## config.mk

```make
export PLATFORM = sky130hd
export DESIGN_NAME = l2_readout
export DESIGN_NICKNAME = d
export VERILOG_FILES = /design/src/rtl/l2_readout.sv
export SDC_FILE = /design/constraint.sdc
export NUM_CORES = 1
export LEC_CHECK = 0
export CAP_MARGIN = 20
export CORE_ASPECT_RATIO = 2
export CORE_MARGIN = 2
export CORE_UTILIZATION = 32
export CTS_BUF_LIST = sky130_fd_sc_hd__clkbuf_8
export CTS_CLUSTER_SIZE = 12
export DETAILED_ROUTE_END_ITERATION = 10
export PLACE_DENSITY = 0.6
export SKIP_CTS_REPAIR_TIMING = 1
export SLEW_MARGIN = 20
export SYNTH_ARGS = -nofsm -noshare
export SYNTH_HDL_FRONTEND = slang
export SYNTH_SLANG_ARGS = --single-unit
```

## constraint.sdc

```tcl
create_clock -name i_clk -period 4.3 [get_ports i_clk]
set_input_delay 0.43 -clock i_clk [delete_from_list [all_inputs] [get_ports i_clk]]
set_output_delay 0.43 -clock i_clk [all_outputs]
set_load 0.01 [all_outputs]
```

## src/rtl/l2_readout.sv

```systemverilog
// l2_readout: per-window class decision and accuracy statistics for the
// 3-neuron L2 layer. Counts spikes per class over a sample window, picks the
// winning class, compares it with the latched supervisory label and keeps
// running sample/hit counters.
// Optional build macro: L2_READOUT_FIRST_SPIKE_EN (prediction = first class
// to spike instead of the class with the highest count).
module l2_readout #(
  parameter int p_cnt_w  = 6,
  parameter int p_stat_w = 16
) (
  input  logic                i_clk,
  input  logic                i_rst_n,
  input  logic [2:0]          i_spike,
  input  logic [2:0]          i_label,
  input  logic                i_sample_start,
  input  logic                i_sample_end,
  input  logic                i_gas,
  input  logic                i_stat_clr,
  output logic [2:0]          o_pred,
  output logic                o_pred_valid,
  output logic                o_correct,
  output logic                o_no_spike,
  output logic [p_stat_w-1:0] o_sample_cnt,
  output logic [p_stat_w-1:0] o_hit_cnt,
  output logic [p_cnt_w-1:0]  o_gas_cnt
);

  typedef enum logic [1:0] {
    ST_IDLE   = 2'd0,
    ST_ACCUM  = 2'd1,
    ST_DECIDE = 2'd2
  } state_t;

  localparam logic [p_cnt_w-1:0]  LP_CNT_MAX  = {p_cnt_w{1'b1}};
  localparam logic [p_cnt_w-1:0]  LP_CNT_ZERO = {p_cnt_w{1'b0}};
  localparam logic [p_cnt_w-1:0]  LP_CNT_ONE  = {{(p_cnt_w-1){1'b0}}, 1'b1};
  localparam logic [p_stat_w-1:0] LP_ST_MAX   = {p_stat_w{1'b1}};
  localparam logic [p_stat_w-1:0] LP_ST_ZERO  = {p_stat_w{1'b0}};
  localparam logic [p_stat_w-1:0] LP_ST_ONE   = {{(p_stat_w-1){1'b0}}, 1'b1};

  // Saturating increment for the per-class and gas counters.
  function automatic logic [p_cnt_w-1:0] f_cnt_inc(input logic [p_cnt_w-1:0] v, input logic en);
    return (en && (v != LP_CNT_MAX)) ? (v + LP_CNT_ONE) : v;
  endfunction

  // Saturating increment for the statistics counters.
  function automatic logic [p_stat_w-1:0] f_stat_inc(input logic [p_stat_w-1:0] v);
    return (v != LP_ST_MAX) ? (v + LP_ST_ONE) : v;
  endfunction

  state_t                   r_state;
  state_t                   w_state_nxt;
  logic                     r_start_pend;
  logic                     w_open;
  logic                     w_count_en;
  logic [2:0][p_cnt_w-1:0]  r_cnt;
  logic [p_cnt_w-1:0]       r_gas;
  logic [2:0]               r_label;
  logic                     w_label_oh;
  logic                     w_all_zero;
  logic [2:0]               w_dec_pred;
  logic                     w_dec_correct;
  logic                     w_decide;
  logic [2:0]               r_pred;
  logic                     r_pred_valid;
  logic                     r_correct;
  logic                     r_no_spike;
  logic [p_stat_w-1:0]      r_sample_cnt;
  logic [p_stat_w-1:0]      r_hit_cnt;
  logic [p_cnt_w-1:0]       r_gas_last;
`ifdef L2_READOUT_FIRST_SPIKE_EN
  logic [2:0]               r_first;
`endif

  assign w_label_oh    = (i_label == 3'b001) || (i_label == 3'b010) || (i_label == 3'b100);
  assign w_decide      = (r_state == ST_DECIDE);
  assign w_dec_correct = (r_label != 3'b000) && (r_label == w_dec_pred);

  // Window sequencing: open (or restart) a window, accumulate, decide.
  always_comb begin
    w_state_nxt = r_state;
    w_open      = 1'b0;
    w_count_en  = 1'b0;
    case (r_state)
      ST_IDLE: begin
        if (i_sample_start || r_start_pend) begin
          w_state_nxt = ST_ACCUM;
          w_open      = 1'b1;
        end else begin
          w_state_nxt = ST_IDLE;
        end
      end
      ST_ACCUM: begin
        if (i_sample_start) begin
          w_state_nxt = ST_ACCUM;
          w_open      = 1'b1;
        end else if (i_sample_end) begin
          w_state_nxt = ST_DECIDE;
          w_count_en  = 1'b1;
        end else begin
          w_state_nxt = ST_ACCUM;
          w_count_en  = 1'b1;
        end
      end
      ST_DECIDE: w_state_nxt = ST_IDLE;
      default:   w_state_nxt = ST_IDLE;
    endcase
  end

  // State register plus the one-cycle hold of a start that lands in DECIDE.
  always_ff @(posedge i_clk) begin
    if (!i_rst_n) begin
      r_state      <= ST_IDLE;
      r_start_pend <= 1'b0;
    end else begin
      r_state      <= w_state_nxt;
      r_start_pend <= w_decide && i_sample_start;
    end
  end

  // Per-class and gas counters: cleared on window open, counted in ACCUM.
  always_ff @(posedge i_clk) begin
    if (!i_rst_n) begin
      r_cnt <= '0;
      r_gas <= LP_CNT_ZERO;
    end else if (w_open) begin
      r_cnt <= '0;
      r_gas <= LP_CNT_ZERO;
    end else if (w_count_en) begin
      for (int k = 0; k < 3; k++) begin
        r_cnt[k] <= f_cnt_inc(r_cnt[k], i_spike[k]);
      end
      r_gas <= f_cnt_inc(r_gas, i_gas);
    end else begin
      r_cnt <= r_cnt;
      r_gas <= r_gas;
    end
  end

  // Label latch: first one-hot label seen in the window, start cycle included.
  always_ff @(posedge i_clk) begin
    if (!i_rst_n) begin
      r_label <= 3'b000;
    end else if (w_open) begin
      r_label <= w_label_oh ? i_label : 3'b000;
    end else if (w_count_en && (r_label == 3'b000) && w_label_oh) begin
      r_label <= i_label;
    end else begin
      r_label <= r_label;
    end
  end

`ifdef L2_READOUT_FIRST_SPIKE_EN
  // First-spike capture: lowest set bit of the first non-zero spike vector.
  always_ff @(posedge i_clk) begin
    if (!i_rst_n) begin
      r_first <= 3'b000;
    end else if (w_open) begin
      r_first <= 3'b000;
    end else if (w_count_en && (r_first == 3'b000) && (i_spike != 3'b000)) begin
      r_first <= i_spike & (~i_spike + 3'b001);
    end else begin
      r_first <= r_first;
    end
  end
`endif

  // Decision: winning class of the window (ties resolve to lowest index).
  always_comb begin
    w_all_zero = (r_cnt[0] == LP_CNT_ZERO) && (r_cnt[1] == LP_CNT_ZERO) &&
                 (r_cnt[2] == LP_CNT_ZERO);
`ifdef L2_READOUT_FIRST_SPIKE_EN
    w_dec_pred = r_first;
`else
    w_dec_pred = 3'b000;
    if (w_all_zero) begin
      w_dec_pred = 3'b000;
    end else if ((r_cnt[0] >= r_cnt[1]) && (r_cnt[0] >= r_cnt[2])) begin
      w_dec_pred = 3'b001;
    end else if (r_cnt[1] >= r_cnt[2]) begin
      w_dec_pred = 3'b010;
    end else begin
      w_dec_pred = 3'b100;
    end
`endif
  end

  // Registered decision outputs, refreshed once per completed window.
  always_ff @(posedge i_clk) begin
    if (!i_rst_n) begin
      r_pred       <= 3'b000;
      r_pred_valid <= 1'b0;
      r_correct    <= 1'b0;
      r_no_spike   <= 1'b0;
      r_gas_last   <= LP_CNT_ZERO;
    end else if (w_decide) begin
      r_pred       <= w_dec_pred;
      r_pred_valid <= 1'b1;
      r_correct    <= w_dec_correct;
      r_no_spike   <= w_all_zero;
      r_gas_last   <= r_gas;
    end else begin
      r_pred_valid <= 1'b0;
    end
  end

  // Accuracy statistics: labelled windows and hits, clear has priority.
  always_ff @(posedge i_clk) begin
    if (!i_rst_n) begin
      r_sample_cnt <= LP_ST_ZERO;
      r_hit_cnt    <= LP_ST_ZERO;
    end else if (i_stat_clr) begin
      r_sample_cnt <= LP_ST_ZERO;
      r_hit_cnt    <= LP_ST_ZERO;
    end else if (w_decide && (r_label != 3'b000)) begin
      r_sample_cnt <= f_stat_inc(r_sample_cnt);
      r_hit_cnt    <= w_dec_correct ? f_stat_inc(r_hit_cnt) : r_hit_cnt;
    end else begin
      r_sample_cnt <= r_sample_cnt;
      r_hit_cnt    <= r_hit_cnt;
    end
  end

  assign o_pred       = r_pred;
  assign o_pred_valid = r_pred_valid;
  assign o_correct    = r_correct;
  assign o_no_spike   = r_no_spike;
  assign o_sample_cnt = r_sample_cnt;
  assign o_hit_cnt    = r_hit_cnt;
  assign o_gas_cnt    = r_gas_last;

endmodule

```

* Yosys cells after proc, flatten, opt, wreduce, memory -nomap -nowiden
Cells that the tools add are included.
** Operators by class
- Add/subtract/negate cells :: 6
- $mul :: 0
- Div/mod/pow operators :: 0
- Magnitude comparators :: 3
- Equal/unequal tests :: 12
- Shifts and indexed selects :: 0
- Mux-type cells :: 16
- Bitwise operators :: 1
- Reductions and logical operators :: 30
** Operators with widths (count)
- $add A16 B1 Y16 const B :: 2
- $ne A16 B16 Y1 const B :: 2
- $add A6 B1 Y6 const B :: 4
- $ne A6 B6 Y1 const B :: 4
- $ge A6 B6 Y1 :: 3
- $logic_not A6 Y1 :: 3
- $mux W3 :: 6
- $logic_and A1 B1 Y1 :: 12
- $reduce_and A2 Y1 :: 5
- $mux W1 :: 6
- $mux W2 :: 2
- $pmux W2 S2 :: 1
- $reduce_or A2 Y1 :: 2
- $eq A3 B1 Y1 const B :: 1
- $eq A3 B2 Y1 const B :: 1
- $eq A3 B3 Y1 :: 1
- $eq A3 B3 Y1 const B :: 1
- $logic_not A3 Y1 :: 1
- $logic_or A1 B1 Y1 :: 3
- $reduce_and A3 Y1 :: 1
- $reduce_bool A3 Y1 :: 1
- $eq A2 B1 Y1 const B :: 1
- $eq A2 B2 Y1 const B :: 1
- $logic_not A2 Y1 :: 1
- 3 further kinds :: 3
** Storage, ports and cells
- Register bits :: 74
- Bits in latches :: 0
- Memory bits (writable) :: 0
- Memory bits (read-only) :: 0
- Output and inout port bits :: 44
- Word-level logic and storage cells :: 82
- Memories :: 0

* Longest topological paths before layout
Gate-level depths: netlist (run 1).
- Word-level depth :: 7
- Depth in mapped cells :: 11
- Gate-level depth less buffers :: 9

* Least setup slack after synthesis (run 1)
No wires, ideal clock.
- Path kind :: flip-flop to flip-flop
- Start :: register r_cnt[9] (netlist name)
- End :: register r_hit_cnt[14] (netlist: o_hit_cnt[14])
- Arrival time :: 2.244 ns
- Data required time :: 4.176 ns
- Slack :: 1.932 ns
- Stages on the path, launching flop included :: 12
- Path buffers :: 2
- Cell sequence :: dfxtp_1 > inv_1 > ha_1 > a21o_1 > a211oi_1 > o21ai_0 > nand3_2 > mux2_4 > buf_6 > buf_2 > nor4_1 > nor3_2
** On the way
- Word-level cells in the longest chain between the ends :: 7
- Elaborated cells on any way between the ends :: 12
- Classes of those cells :: order compare: 2; eq/ne: 1; mux: 3; reduce/logical: 6
** Ends and longest elaborated chain
- from (decl) :: line 56 : logic [2:0][p_cnt_w-1:0] r_cnt;
- from (signal, indexed assignment) :: line 131 : r_cnt[k] <= f_cnt_inc(r_cnt[k], i_spike[k]);
- from (signal assigned) :: line 135 : r_cnt <= r_cnt;
- $ge A6 B6 Y1 (tied with other cells) :: line 180 : end else if (r_cnt[1] >= r_cnt[2]) begin
- $mux W3 (tied with other cells) :: line 180
- $mux W3 or $logic_and A1 B1 Y1 (tied branches) :: line 178, 170
- $mux W3 * :: line 176 : if (w_all_zero) begin
- $eq A3 B3 Y1 * :: line 77 : assign w_dec_correct = (r_label != 3'b000) && (r_label == w_dec_pred);
- $logic_and A1 B1 Y1 * :: line 77
- $reduce_and A3 Y1 (no line) *
- to (signal assigned) :: line 217 : r_hit_cnt <= w_dec_correct ? f_stat_inc(r_hit_cnt) : r_hit_cnt;
- to (signal assigned) :: line 220 : r_hit_cnt <= r_hit_cnt;
- to (decl) :: line 69 : logic [p_stat_w-1:0] r_hit_cnt;
Mark *: on every way between the ends. The rest lies on a longest branch, timed or not.
A chain may end at the register's enable or synchronous reset.

* Worst setup path in the final report (run 1)
- Start :: register r_cnt[15] (netlist name)
- End :: register r_hit_cnt[12] (netlist: o_hit_cnt[12])
** On the way
- Word-level cells in the longest chain between the ends :: 7
- Elaborated cells on any way between the ends :: 11
- Classes of those cells :: order compare: 2; eq/ne: 1; mux: 3; reduce/logical: 5
** Ends and longest elaborated chain
- $ge A6 B6 Y1, on equally long branches :: line 180, 178
- $mux W3 or $logic_and A1 B1 Y1 (tied branches) :: line 180, 178
- $mux W3 :: line 178 : end else if ((r_cnt[0] >= r_cnt[1]) && (r_cnt[0] >= r_cnt[2])) begin
- $mux W3 * :: line 176
- $eq A3 B3 Y1 * :: line 77
- $logic_and A1 B1 Y1 * :: line 77
- $reduce_and A3 Y1 (no line) *
Marked as above.

==> flow_metrics.tcl, run 1 <==
set metrics [dict create \
    net_sw_frac 0.228 \
    setup.worst_path.start_class "register" \
    cts_tree "done" \
    worstReg2RegStart "r_cnt[15]$_SDFFE_PP0P_" \
    worst_margin_pin_slew_ps 939 \
    core.rowCount 57 \
    use_met2 0.293 \
    overall_die_area_um2 13200 \
    coreArea_um2 12100 \
    ctsLongestPathBuffers 2 \
    critPathRequiredTime_ps 4600 \
    cell_internal_pwr_mw 1.05 \
    drt-wirelength-per-cell_um 14.5 \
    netlist_area_um2 3930 \
    place.detailed.hpwl_mm 7.37 \
    global_route.overflow_total 0 \
    hold_path.class "reg -> reg" \
    netlist.top_cell.by_area "sky130_fd_sc_hd__dfxtp_1" \
    synth.top_cells.by_count "74 x sky130_fd_sc_hd__dfxtp_1, 49 x sky130_fd_sc_hd__nand2_1, 45 x sky130_fd_sc_hd__nor2_1" \
    total_leakage_power_nw 1.69 \
    max_freq_ghz 0.384 \
    first_global_vias 3353 \
    total_switching_power_mw 0.312 \
    yosysWarnings 0 \
    register_bit_total_from_synthesis 74 \
    boundaryPins 56 \
    period_minus_slack_ps 2600 \
    slew_viol_final 0 \
    combPwrFrac 0.040 \
    routed_via_density 5.19 \
    whs_ps 483 \
    final_net_count 546 \
    critical_path.startpoint "r_cnt[15]$_SDFFE_PP0P_" \
    dr.pass1.iters 4 \
    ir_worst_vdd_uv 172 \
    critPathArrivalTime_ps 2900 \
    via_count 3421 \
    post_route_cells_drive_above_1_share 0.0605 \
    report.final.setup_viol 0 \
    wire_length_of_the_first_global_routing_pass_mm 15.8 \
    grt_start_max_net_pins 31 \
    effective_utilization_at_floorplan 0.326 \
    synth_top_flop_cell "sky130_fd_sc_hd__dfxtp_1" \
    antenna_violations_before_repair 0 \
    most_used_routing_layer "met2" \
    clkPwrFrac 0.453 \
    postSynthCellCount 457 \
    max-slew-margin-rel 0.374 \
    worst-r2r-cell-count 9 \
    area_growth_pct 22.2 \
    status "finished, final reports clean" \
    sum_of_negative_setup_slack_ps 0 \
    synth-seq-area-share 0.377 \
    synth_most_common_cell "sky130_fd_sc_hd__dfxtp_1" \
    remaining_drc_errors 0 \
    die-height_um 161 \
    hold_viol 0 \
    post_synth_main_area_contributors "sky130_fd_sc_hd__dfxtp_1 38%, sky130_fd_sc_hd__ha_1 8.6%, sky130_fd_sc_hd__nand2_1 4.7%" \
    seqPwrFrac 0.506 \
    r2r_setup_slack_ps 1700 \
    synth.net_count 496 \
    clock_tree.root_cell "sky130_fd_sc_hd__clkbuf_8" \
    m1_gr_usage 0.150 \
    worstSetupEndpoint "o_hit_cnt[12]$_SDFFE_PP0P_" \
    yosysUniqueCellTypes 52 \
    cts_buffers 9 \
    netlist.area_leader.share 0.377 \
    met3_usage 0.0309 \
    postRouteWirelength_mm 9.57 \
    drt_iter0_markers 113 \
    clk_sinks 74 \
    critical_path_class "reg -> reg" \
    grt_util_all_layers 0.153 \
    die_w_um 82.4 \
    antenna_violating_nets_post_route 0 \
    grt_setup_unrepaired "no" \
    diodes 0 \
    avgSynthCellArea_um2 8.61 \
    cts.reportedPaths.clkPinSlew_ps 90 \
    setup.worst_path.end_class "register" \
    synth-edff-count 0 \
    insertion_delay_ps 360 \
    max_cap_viol_count 0 \
    fin_crit_sh 0.605 \
    asyncSetResetFlopFracSynth 0 \
    place.gp.congestion 0.840 \
    crit-reg2reg-capture "o_hit_cnt[12]$_SDFFE_PP0P_" \
    power-per-cell-area_nw_per_um2 284 \
    fin_worst_skew_ps 12.5 \
    io_buffers 55 \
    critical_path_peak_fanout 30 \
    h_tree_lvls 3 \
]
-- stage by stage --
step | cells | util | setup WS [ps] | cell area [um2] | power [mW]
2_1_floorplan | 457 | - | 1930 | 3930 | 0.741
4_1_cts | 659 | 0.399 | 1700 | 4810 | 1.38
3_5_place_dp | 643 | 0.380 | 1480 | 4580 | 0.763
5_1_grt | 659 | 0.399 | 1500 | 4810 | 1.41
3_3_place_gp | 643 | 0.380 | 1550 | 4580 | 0.762
6_report | 659 | 0.399 | 1700 | 4810 | 1.36
-- cell type report --
| class | count | area (um2) |
|---|---|---|
| clock buffer | 10 | 138 |
| clock inverter | 6 | 90.1 |
| fill | 1212 | 7250 |
| inverter | 22 | 82.6 |
| multi-input combinational | 344 | 2270 |
| sequential | 74 | 1480 |
| tap | 147 | 184 |
| timing repair buffer | 56 | 558 |
-- registers in the layout (all words and copies together), names as in the netlist --
register and cells:
o_correct 1, o_gas_cnt 6, o_hit_cnt 16, o_no_spike 1, o_pred 3, o_pred_valid 1
o_sample_cnt 16, r_cnt 18, r_gas 6, r_label 3, r_start_pend 1, r_state 2
-- worst max-delay path, stage by stage (launching register included) --
cell                       delay (ps)
sky130_fd_sc_hd__dfxtp_1          390
sky130_fd_sc_hd__inv_1            120
sky130_fd_sc_hd__ha_1             330
sky130_fd_sc_hd__a21o_1           190
sky130_fd_sc_hd__a211oi_1         220
sky130_fd_sc_hd__o21ai_1          120
sky130_fd_sc_hd__nand3_2          150
sky130_fd_sc_hd__mux2_4           440
sky130_fd_sc_hd__or4_1            500
sky130_fd_sc_hd__o21ai_1           80
-- per-layer routing --
layer  vias to the layer above  part of all wire
met5                         -                 0
met4                         0             0.020
met3                        17             0.033
met2                        68              0.58
met1                      1620              0.37
li1                       1716                 -
-- power by group through the flow --
stage               Combinational [mW]  Sequential [mW]  Clock, mW
finish                          0.0548            0.691      0.619
detailed placement              0.0558            0.707          0
CTS                             0.0560            0.691      0.637
floorplan                       0.0345            0.707          0
global route                    0.0609            0.692      0.662
global placement                0.0550            0.707          0
-- cell families (layout without fill, tap and decap cells) --
kind of cell	Yosys count	in the layout	synth area share
flip-flops	74	74	0.377
adder cells (fa/ha/maj)	27	27	0.0859
AND/OR/NAND/NOR	199	199	0.266
XOR/XNOR	27	27	0.0601
AO/OA/AOI/OAI	84	84	0.147
buffers and inverters	39	94	0.0455
multiplexers	7	7	0.0191
-- how the worst min path moves through the flow --
| stage | start | endpoint | cells past startpoint |
|---|---|---|---|
| floorplan | r_gas[5]$_SDFFE_PP0P_ | o_gas_cnt[5]$_SDFFE_PN0P_ | 2 |
| global placement | o_gas_cnt[0]$_SDFFE_PN0P_ | o_gas_cnt[0]$_SDFFE_PN0P_ | 2 |
| detailed placement | o_gas_cnt[0]$_SDFFE_PN0P_ | o_gas_cnt[0]$_SDFFE_PN0P_ | 2 |
| CTS | o_gas_cnt[0]$_SDFFE_PN0P_ | o_gas_cnt[0]$_SDFFE_PN0P_ | 2 |
| global route | o_gas_cnt[0]$_SDFFE_PN0P_ | o_gas_cnt[0]$_SDFFE_PN0P_ | 2 |
| finish | o_gas_cnt[1]$_SDFFE_PN0P_ | o_gas_cnt[1]$_SDFFE_PN0P_ | 2 |
-- layout by cell type, fill, tap and decap left out, types with 2 or more instances in the layout --
cell type,n
sky130_fd_sc_hd__a211oi_1,2
sky130_fd_sc_hd__ha_1,27
sky130_fd_sc_hd__nor3b_1,2
sky130_fd_sc_hd__o31a_1,6
sky130_fd_sc_hd__o211a_1,2
sky130_fd_sc_hd__nor2b_1,4
sky130_fd_sc_hd__o311ai_0,2
sky130_fd_sc_hd__nor4_1,9
sky130_fd_sc_hd__nor3_1,5
sky130_fd_sc_hd__nand4_1,17
sky130_fd_sc_hd__xor2_1,16
sky130_fd_sc_hd__nand2b_1,7
sky130_fd_sc_hd__o21ai_1,5
sky130_fd_sc_hd__o311a_1,2
sky130_fd_sc_hd__o21ai_0,12
sky130_fd_sc_hd__dfxtp_1,74
sky130_fd_sc_hd__and2_1,3
sky130_fd_sc_hd__nor3_2,3
sky130_fd_sc_hd__clkdlybuf4s50_1,55
sky130_fd_sc_hd__nand3b_1,3
sky130_fd_sc_hd__mux2i_1,6
sky130_fd_sc_hd__inv_1,22
sky130_fd_sc_hd__bufinv_16,2
sky130_fd_sc_hd__a21oi_1,22
sky130_fd_sc_hd__a21o_1,4
sky130_fd_sc_hd__or3_1,9
sky130_fd_sc_hd__nand3_1,18
sky130_fd_sc_hd__o211ai_1,2
sky130_fd_sc_hd__xnor2_1,11
sky130_fd_sc_hd__nor2_2,2
sky130_fd_sc_hd__and3_1,11
sky130_fd_sc_hd__clkbuf_8,10
sky130_fd_sc_hd__nand2_1,49
sky130_fd_sc_hd__or4_1,5
sky130_fd_sc_hd__clkinvlp_4,4
sky130_fd_sc_hd__a21boi_0,10
sky130_fd_sc_hd__nor2_1,45
sky130_fd_sc_hd__o21a_1,8
Power figures use the tool's default switching activity.
==> run 2: changes to the inputs <==
Clock period 4.3 ns to 2.45 ns, I/O delays scaled along.
==> run 2 against run 1 <==
Net effect:
- routed wire length increased by 2.8%
- hold slack worse by 13 ps
- via count rose by 3.0%
- largest cell class unchanged
==> flow_metrics.tcl, run 2 (same netlist as run 1, synthesis figures left out) <==
set metrics [dict create \
    hold_path.class "reg -> reg" \
    fin_crit_sh 0.962 \
    stdcell_area_um2 4980 \
    hold_depth 2 \
    cts_tree "done" \
    insertion_delay_ps 350 \
    routed_via_density 5.21 \
    io_buffers 55 \
    die_w_um 82.4 \
    max-slew-margin-rel 0.647 \
    remaining_drc_errors 0 \
    power-per-cell-area_nw_per_um2 457 \
    ctsLongestPathBuffers 2 \
    most_flops_register "r_cnt" \
    gate_family_responsible_for_the_most_delay_along_the_worst_path "compound AO/OA/AOI/OAI gates" \
    most-common-layout-cells "69 x sky130_fd_sc_hd__dfxtp_1, 55 x sky130_fd_sc_hd__clkdlybuf4s50_1, 49 x sky130_fd_sc_hd__nand2_1" \
    cp.buffers_inverters 1 \
    diodes 0 \
    clk_sinks 74 \
    holdCritStartpoint "o_gas_cnt[1]$_SDFFE_PN0P_" \
    die-height_um 161 \
    report.final.setup_viol 0 \
    drt-wirelength-per-cell_um 14.5 \
    setup.worst_path.end_class "register" \
    post-route-util 0.413 \
    crit-reg2reg-capture "o_hit_cnt[10]$_SDFFE_PP0P_" \
    post_route_non_filler_standard_cell_count 677 \
    worst-r2r-cell-count 9 \
    area_growth_pct 26.6 \
    post_route_cells_drive_above_1_share 0.113 \
    cts_buffers 9 \
    critical_path_class "reg -> reg" \
    grt_util_all_layers 0.153 \
    hold_viol 0 \
    ir_worst_vdd_uv 229 \
    total_leakage_power_nw 1.79 \
    dpl.cell_count 658 \
    postPlaceCellArea_um2 4690 \
    status "finished, final reports clean" \
    fin_worst_skew_ps 9.03 \
    cts.reportedPaths.clkPinSlew_ps 80 \
    cp_slowest_stage_delay_ps 470 \
    wire_length_of_the_first_global_routing_pass_mm 15.7 \
    overall_die_area_um2 13200 \
    period_minus_slack_ps 2360 \
    place.detailed.hpwl_mm 7.37 \
    via_count 3525 \
    clock_tree.root_cell "sky130_fd_sc_hd__clkbuf_8" \
    postRouteWirelength_mm 9.84 \
    antenna_violations_before_repair 0 \
    max_freq_ghz 0.425 \
    setup.worst_path.start_class "register" \
    antenna_violating_nets_post_route 0 \
    boundaryPins 56 \
    final_common_cell "sky130_fd_sc_hd__dfxtp_1" \
    worstReg2RegStart "r_cnt[15]$_SDFFE_PP0P_" \
    crit_chain "inv_2 > ha_1 > a211o_1 > a21oi_2 > o21ai_2 > mux2i_2 > mux2_4 > or4_1 > o21ai_1" \
    placement.setup.worst_slack_ps -3.24 \
    critPathArrivalTime_ps 2650 \
    grt_start_max_net_pins 31 \
    h_tree_lvls 3 \
    critical_path.startpoint "r_cnt[15]$_SDFFE_PP0P_" \
    fin_ws_ps 94.3 \
    drt_iter0_markers 185 \
    slew_viol_final 0 \
    global_route.overflow_total 0 \
    r2r_setup_slack_ps 90 \
    coreArea_um2 12100 \
    largest_reg_flops 18 \
    critical_path_peak_fanout 8 \
    effective_utilization_at_floorplan 0.326 \
    hold_worst_path_end "o_gas_cnt[1]$_SDFFE_PN0P_" \
    worst_path_max_delay_cell "sky130_fd_sc_hd__or4_1" \
    max_cap_viol_count 0 \
    core.rowCount 57 \
    final_net_count 564 \
    dr.pass1.iters 4 \
    worst_margin_pin_slew_ps 530 \
    place.gp.congestion 0.877 \
    critPathRequiredTime_ps 2740 \
    first_global_vias 3458 \
]
[run 2: changes by cell type in the layout (fill, tap and decap cells not counted), sizes merged]
| cell | before | now |
|---|---|---|
| clkinvlp | 4 | 0 |
| mux2 | 1 | 3 |
| inv | 22 | 23 |
| clkinv | 0 | 4 |
| bufinv | 2 | 1 |
| buf | 1 | 17 |
[run 2: cell type report]
cell class                 count  area (um2)
multi-input combinational    346        2350
inverter                      22        82.6
tap                          147         184
clock buffer                  10         138
timing repair buffer          72         678
clock inverter                 6        57.6
sequential                    74        1490
fill                        1196        7070
[run 2: worst max path at each step]
stage,endpoint,slack [ps],depth (start not counted)
after floorplan,o_hit_cnt[14]$_SDFFE_PP0P_,80,11
after global placement,o_hit_cnt[12]$_SDFFE_PP0P_,60,9
after detailed placement,o_hit_cnt[12]$_SDFFE_PP0P_,-3,9
after CTS,o_hit_cnt[12]$_SDFFE_PP0P_,-10,9
after global routing,o_hit_cnt[10]$_SDFFE_PP0P_,-6,9
final,o_hit_cnt[10]$_SDFFE_PP0P_,90,9
[run 2: worst reg2reg max path, cell delays in order, from the launching register on]
cell and delay, ps:
sky130_fd_sc_hd__dfxtp_4 360, sky130_fd_sc_hd__inv_2 60, sky130_fd_sc_hd__ha_1 300, sky130_fd_sc_hd__a211o_1 280, sky130_fd_sc_hd__a21oi_2 130, sky130_fd_sc_hd__o21ai_2 80
sky130_fd_sc_hd__mux2i_2 190, sky130_fd_sc_hd__mux2_4 340, sky130_fd_sc_hd__or4_1 480, sky130_fd_sc_hd__o21ai_1 80
[run 2: through the flow]
| stage | total power [mW] | hold WS [ps] | TNS (ps) |
|---|---|---|---|
| 2_1_floorplan | 1.30 | 323 | 0 |
| 3_3_place_gp | 1.35 | 457 | 0 |
| 3_5_place_dp | 1.35 | 466 | -3.87 |
| 4_1_cts | 2.31 | 477 | -18.9 |
| 5_1_grt | 2.37 | 491 | -5.97 |
| 6_report | 2.28 | 470 | 0 |
[run 2: report_power, final]
group | switching (mW) | total [mW] | internal [mW]
Sequential | 0.00562 | 1.21 | 1.21
Combinational | 0.0627 | 0.112 | 0.0488
Clock | 0.462 | 0.953 | 0.491
[run 2: metal layers]
| layer | part of all wire | GRT usage | vias to the layer above |
|---|---|---|---|
| li1 | - | - | 1757 |
| met1 | 0.37 | 0.153 | 1669 |
| met2 | 0.56 | 0.275 | 73 |
| met3 | 0.037 | 0.0337 | 26 |
| met4 | 0.034 | 0.0871 | 0 |
| met5 | 0 | 0 | - |
